`src/rtl/shader_fetch_unit.sv`:
```
// Instruction fetch/issue stage: 16-entry program memory, sequencer and valid/ready
// issue register with a one-cycle bubble on read-after-write hazards.
module shader_fetch_unit #(
  parameter int DEPTH              = 16,
  parameter int INSTR_W            = 16,
  parameter bit STALL_CLR_ON_START = 1'b1
) (
  input  logic                     clk,
  input  logic                     rst,
  input  logic                     load_en,
  input  logic [$clog2(DEPTH)-1:0] load_addr,
  input  logic [INSTR_W-1:0]       load_data,
  input  logic                     start,
  output logic                     busy,
  output logic                     done,
  output logic                     issue_valid,
  input  logic                     issue_ready,
  output logic [1:0]               op,
  output logic [3:0]               mask,
  output logic [2:0]               dest,
  output logic [2:0]               srcA,
  output logic [2:0]               srcB,
  output logic [$clog2(DEPTH)-1:0] issue_pc,
  output logic [7:0]               stall_cnt
);
  localparam int PC_W = $clog2(DEPTH);
  localparam logic [PC_W-1:0] LAST_PC = PC_W'(DEPTH - 1);

  typedef enum logic [1:0] {S_IDLE, S_RUN, S_DONE} state_t;

  state_t state_reg, state_next;
  logic [INSTR_W-1:0] imem [DEPTH];

  logic [PC_W-1:0] pc_reg, pc_next;
  logic [PC_W-1:0] issue_pc_reg, issue_pc_next;
  logic            issue_valid_reg, issue_valid_next;
  logic [1:0]      op_reg, op_next;
  logic [3:0]      mask_reg, mask_next;
  logic [2:0]      dest_reg, dest_next;
  logic [2:0]      srca_reg, srca_next;
  logic [2:0]      srcb_reg, srcb_next;
  logic [7:0]      stall_cnt_reg, stall_cnt_next;
  logic            fetched_all_reg, fetched_all_next;

  logic [PC_W-1:0]    fetch_pc;
  logic [INSTR_W-1:0] cand_word;
  logic               handoff;
  logic               can_fetch;
  logic               hazard;
  logic               take;
  logic [1:0]         src_hit;

  always_ff @(posedge clk) begin
    if (state_reg == S_IDLE && load_en) begin
      imem[load_addr] <= load_data;
    end
  end

  // A start edge fetches entry 0 directly; a same-edge write to entry 0 is forwarded.
  assign fetch_pc  = (state_reg == S_IDLE) ? '0 : pc_reg;
  assign cand_word = (state_reg == S_IDLE && load_en && load_addr == fetch_pc)
                     ? load_data : imem[fetch_pc];

  assign handoff   = issue_valid_reg & issue_ready;
  assign can_fetch = ~issue_valid_reg | issue_ready;

  genvar gi;
  generate
    for (gi = 0; gi < 2; gi++) begin : g_src_cmp
      assign src_hit[gi] = (cand_word[3*gi +: 3] == dest_reg);
    end
  endgenerate

  // After a bubble the issue register is empty, so the retried candidate is never checked.
  assign hazard = handoff && (mask_reg != 4'd0) && (|src_hit);

  always_comb begin
    state_next       = state_reg;
    pc_next          = pc_reg;
    issue_pc_next    = issue_pc_reg;
    issue_valid_next = issue_valid_reg;
    op_next          = op_reg;
    mask_next        = mask_reg;
    dest_next        = dest_reg;
    srca_next        = srca_reg;
    srcb_next        = srcb_reg;
    stall_cnt_next   = stall_cnt_reg;
    fetched_all_next = fetched_all_reg;
    take             = 1'b0;

    case (state_reg)
      S_IDLE: begin
        if (start) begin
          if (STALL_CLR_ON_START) begin
            stall_cnt_next = '0;
          end
          fetched_all_next = 1'b0;
          pc_next          = '0;
          if (cand_word[15]) begin
            state_next = S_DONE;
          end else begin
            take       = 1'b1;
            state_next = S_RUN;
          end
        end
      end
      S_RUN: begin
        if (can_fetch) begin
          if (fetched_all_reg || cand_word[15]) begin
            issue_valid_next = 1'b0;
            state_next       = S_DONE;
          end else if (hazard) begin
            issue_valid_next = 1'b0;
            if (stall_cnt_reg != 8'hFF) begin
              stall_cnt_next = stall_cnt_reg + 8'd1;
            end
          end else begin
            take = 1'b1;
          end
        end
      end
      S_DONE: begin
        state_next = S_IDLE;
        pc_next    = '0;
      end
      default: state_next = S_IDLE;
    endcase

    if (take) begin
      op_next          = cand_word[14:13];
      mask_next        = cand_word[12:9];
      dest_next        = cand_word[8:6];
      srca_next        = cand_word[5:3];
      srcb_next        = cand_word[2:0];
      issue_pc_next    = fetch_pc;
      issue_valid_next = 1'b1;
      // The last entry parks pc; its handoff then ends the program.
      if (fetch_pc == LAST_PC) begin
        fetched_all_next = 1'b1;
      end else begin
        pc_next = fetch_pc + PC_W'(1);
      end
    end
  end

  always_ff @(posedge clk) begin
    if (rst) begin
      state_reg       <= S_IDLE;
      pc_reg          <= '0;
      issue_pc_reg    <= '0;
      issue_valid_reg <= 1'b0;
      op_reg          <= '0;
      mask_reg        <= '0;
      dest_reg        <= '0;
      srca_reg        <= '0;
      srcb_reg        <= '0;
      stall_cnt_reg   <= '0;
      fetched_all_reg <= 1'b0;
    end else begin
      state_reg       <= state_next;
      pc_reg          <= pc_next;
      issue_pc_reg    <= issue_pc_next;
      issue_valid_reg <= issue_valid_next;
      op_reg          <= op_next;
      mask_reg        <= mask_next;
      dest_reg        <= dest_next;
      srca_reg        <= srca_next;
      srcb_reg        <= srcb_next;
      stall_cnt_reg   <= stall_cnt_next;
      fetched_all_reg <= fetched_all_next;
    end
  end

  assign busy        = (state_reg == S_RUN);
  assign done        = (state_reg == S_DONE);
  assign issue_valid = issue_valid_reg;
  assign op          = op_reg;
  assign mask        = mask_reg;
  assign dest        = dest_reg;
  assign srcA        = srca_reg;
  assign srcB        = srcb_reg;
  assign issue_pc    = issue_pc_reg;
  assign stall_cnt   = stall_cnt_reg;

endmodule

```
`config.mk`:
```
export PLATFORM = sky130hd
export DESIGN_NAME = shader_fetch_unit
export DESIGN_NICKNAME = d
export VERILOG_FILES = /design/src/rtl/shader_fetch_unit.sv
export SDC_FILE = /design/constraint.sdc
export NUM_CORES = 1
export LEC_CHECK = 0
export BUFFER_PORTS_ARGS = -buffer_cell sky130_fd_sc_hd__buf_2
export CORE_MARGIN = 1.5
export CORE_UTILIZATION = 30
export CTS_BUF_LIST = sky130_fd_sc_hd__clkbuf_8 sky130_fd_sc_hd__clkbuf_16
export CTS_CLUSTER_SIZE = 12
export DETAILED_ROUTE_END_ITERATION = 8
export GPL_TIMING_DRIVEN = 0
export HOLD_SLACK_MARGIN = 0.1
export MAX_ROUTING_LAYER = met4
export PLACE_DENSITY = 0.51
export SLEW_MARGIN = 20
export SYNTH_ARGS = -nofsm -noshare
export SYNTH_HDL_FRONTEND = slang
export SYNTH_SLANG_ARGS = --single-unit
```
`constraint.sdc`:
```
create_clock -name clk -period 2.8 [get_ports clk]
set_input_delay 0.28 -clock clk [delete_from_list [all_inputs] [get_ports clk]]
set_output_delay 0.28 -clock clk [all_outputs]
set_load 0.01 [all_outputs]
```
==> reports/qor.csv <==
metric,value,unit
status,"complete, but fails checks",
violations,setup timing,
wl_per_cell,23.2,um
ys_ff_latch,291,
drt_iter0_drc,753,
syn_to_final_growth,26.9,%
timing.hold.ws,0.120,ns
power.leakage,5.45,nW
crit_family,compound AO/OA/AOI/OAI gates,
dieWidth,205,um
finClkSkew,0.00518,ns
post-route-min-period,3.17,ns
cts_root_buffer,clkbuf_16,
grt_pass1_wl,53.1,mm
syn-instance-count,857,
hpwl,23.6,mm
ys.flop_type,edfxtp_1,
ant_nets,0,
cp_slowest_cell,or3b_4,
coreArea,40000,um^2
drt-total-wl,36.0,mm
clk_pin_slew,0.06,ns
layout_setup_ws,-0.366,ns
setup_viol,33,
multi_input_area,4110,um^2
rsz0062_at_grt,yes,
min_period_over_period,113,%
cts.sinks,291,
synth.cell_area,12200,um^2
nNetsFinal,1032,
cp_num_cells,14,
ff2ff_path_depth,14,
via_count,8259,
port_buffers,52,
hold_path_class,input pin to flop,
stdcell_count,1552,
initial_core_util,30.6,%
synth_top_area_cell,edfxtp_1,
numCtsBuffers,31,
synth_commonest_cells,"edfxtp_1 (256), mux2i_1 (59), nor2_1 (50)",
arrival,3.63,ns
cts_tree,done,
cellPowerDensity,679,nW/um^2
largest_register_ffs,256,
firstDrtPassIters,5,
grt_pass1_vias,8096,
worstPathRequired,3.27,ns
crit_buf_inv,5,
fillerInstances,3740,
drc,0,
io_pins,55,
crit_top_cell,buf_6,
crit_path_start_kind,flop,
gp_congestion,0.844,
clock_latency,0.58,ns
dp_slack,-1.20,ns
synth.top_cell.area_share,62.9,%
syn_nets,883,
slew_headroom,44.2,%
cp_max_fo,6,
hold_depth,1,
drive_above_1_share,30.6,%
grt_overflow,0,
ys_top_cells_by_area,"edfxtp_1 (63%), dfxtp_1 (5.7%), mux2i_1 (4.8%), a221oi_1 (2.7%), o21ai_0 (1.9%)",
synth.distinct_cells,66,
hold_violations,0,
num_rows,73,
dieHeight,205,um
vdd_ir_drop_max,0.000566,V
dieArea,42000,um^2
slew_violations,0,
cap_violations,0,
post-place-cells,1450,
grt_max_degree,20,
viasPerCell,5.32,
final_util,38.8,%
h-tree-depth,1,
seq_area,8400,um^2
crit_chain,"buf_12, buf_8, buf_6, o21ba_4, o21ai_4, a221oi_4, o32ai_4, or3b_4, a41oi_4, o2bb2a_4, a21oi_4, buf_6, buf_6, mux2_4",
grt_util_all_layers,17.7,%
setup_tns,-8.50,ns
cp-end-kind,flop,
async_flop_share,0,%
ys_warn_count,0,
yosysMostFrequentCell,edfxtp_1,
syn_avg_cell_area,14.3,um^2
cts_buffer_depth,3,
synth_edf_count,256,
crit_type,flop to flop,
max_freq,316,MHz
tightest_slew,0.837,ns
yosysSeqAreaShare,68.6,%
antenna_found_initial,1,
cpPeakStageDelay,0.40,ns
-- worst register-to-register path, delay by kind of cell, from the launching register on --
kind	cells	cell delay (ns)
AO/OA/AOI/OAI	7	1.42
buffers and inverters	5	0.56
AND/OR/NAND/NOR	1	0.40
flip-flops	1	0.38
multiplexers	1	0.29
-- routing by layer --
metal	part of all wire [%]	wire length [um]	vias up	track usage, %
met5	0	0	-	-
met3	6.5	2350	65	2.47
met4	2.5	884	0	5.40
met2	46	16600	302	27.5
met1	45	16100	4163	24.0
li1	-	-	3729	-
-- report_power, final --
| part | switching (mW) | leakage [nW] | internal, mW |
|---|---|---|---|
| combinational | 0.918 | 2.35 | 0.703 |
| clock | 1.65 | 0.505 | 2.36 |
| sequential | 0.0617 | 2.60 | 4.83 |
-- path summary, 6_finish.rpt --
path	start	end	slack (ns)
worst max register to register	state_reg[0]	mask[0]	-0.37
worst max-delay path	state_reg[0]	mask[0]	-0.37
worst min register to register	srcB[1]	srcB[1]	0.48
worst min-delay path	load_data[9]	imem[13][9]	0.12
-- cells in the final DEF (no fill, tap or decap), drive strengths merged, types with 17 or more instances in the layout --
cell    count
nand2      31
nor3       32
o21ai      48
dfxtp      35
clkbuf     62
mux2i      59
a21oi      28
nor2       51
nand2b     17
edfxtp    256
a221oi     39
buf       143
-- through the flow --
step / total power [mW] / instance area (um^2)
finish: 10.5 / 15500
global route: 10.9 / 15500
CTS: 10.5 / 15300
detailed placement: 6.15 / 13400
global placement: 6.12 / 13200
floorplan: 5.70 / 12300
-- cell families after synthesis --
kind of cell    synth area share [%]
flops                           68.6
compound gates                  13.2
simple gates                    8.83
mux                             6.31
buf+inv                         2.76
xor+xnor                       0.215
fa+ha+maj                      0.102
-- layout make-up --
class / count / area share [%]
flip-flops and latches: 291 / 54.2
multi-input cells: 502 / 26.5
repair buffers: 119 / 5.75
clock buffers: 35 / 5.36
well taps: 525 / 4.24
plain buffers: 55 / 2.80
clock inverters: 18 / 1.00
inverters: 6 / 0.169
diodes: 1 / 0.0161
-- timing repair --
action,in CTS,in global routing
hold endpoints to repair,17,0
resized for setup,138,36
cloned,0,1
setup endpoints to repair,33,33
hold buffers,4,0
pin swaps,22,21
setup buffers,35,12
(Power assumes the default switching activity.)
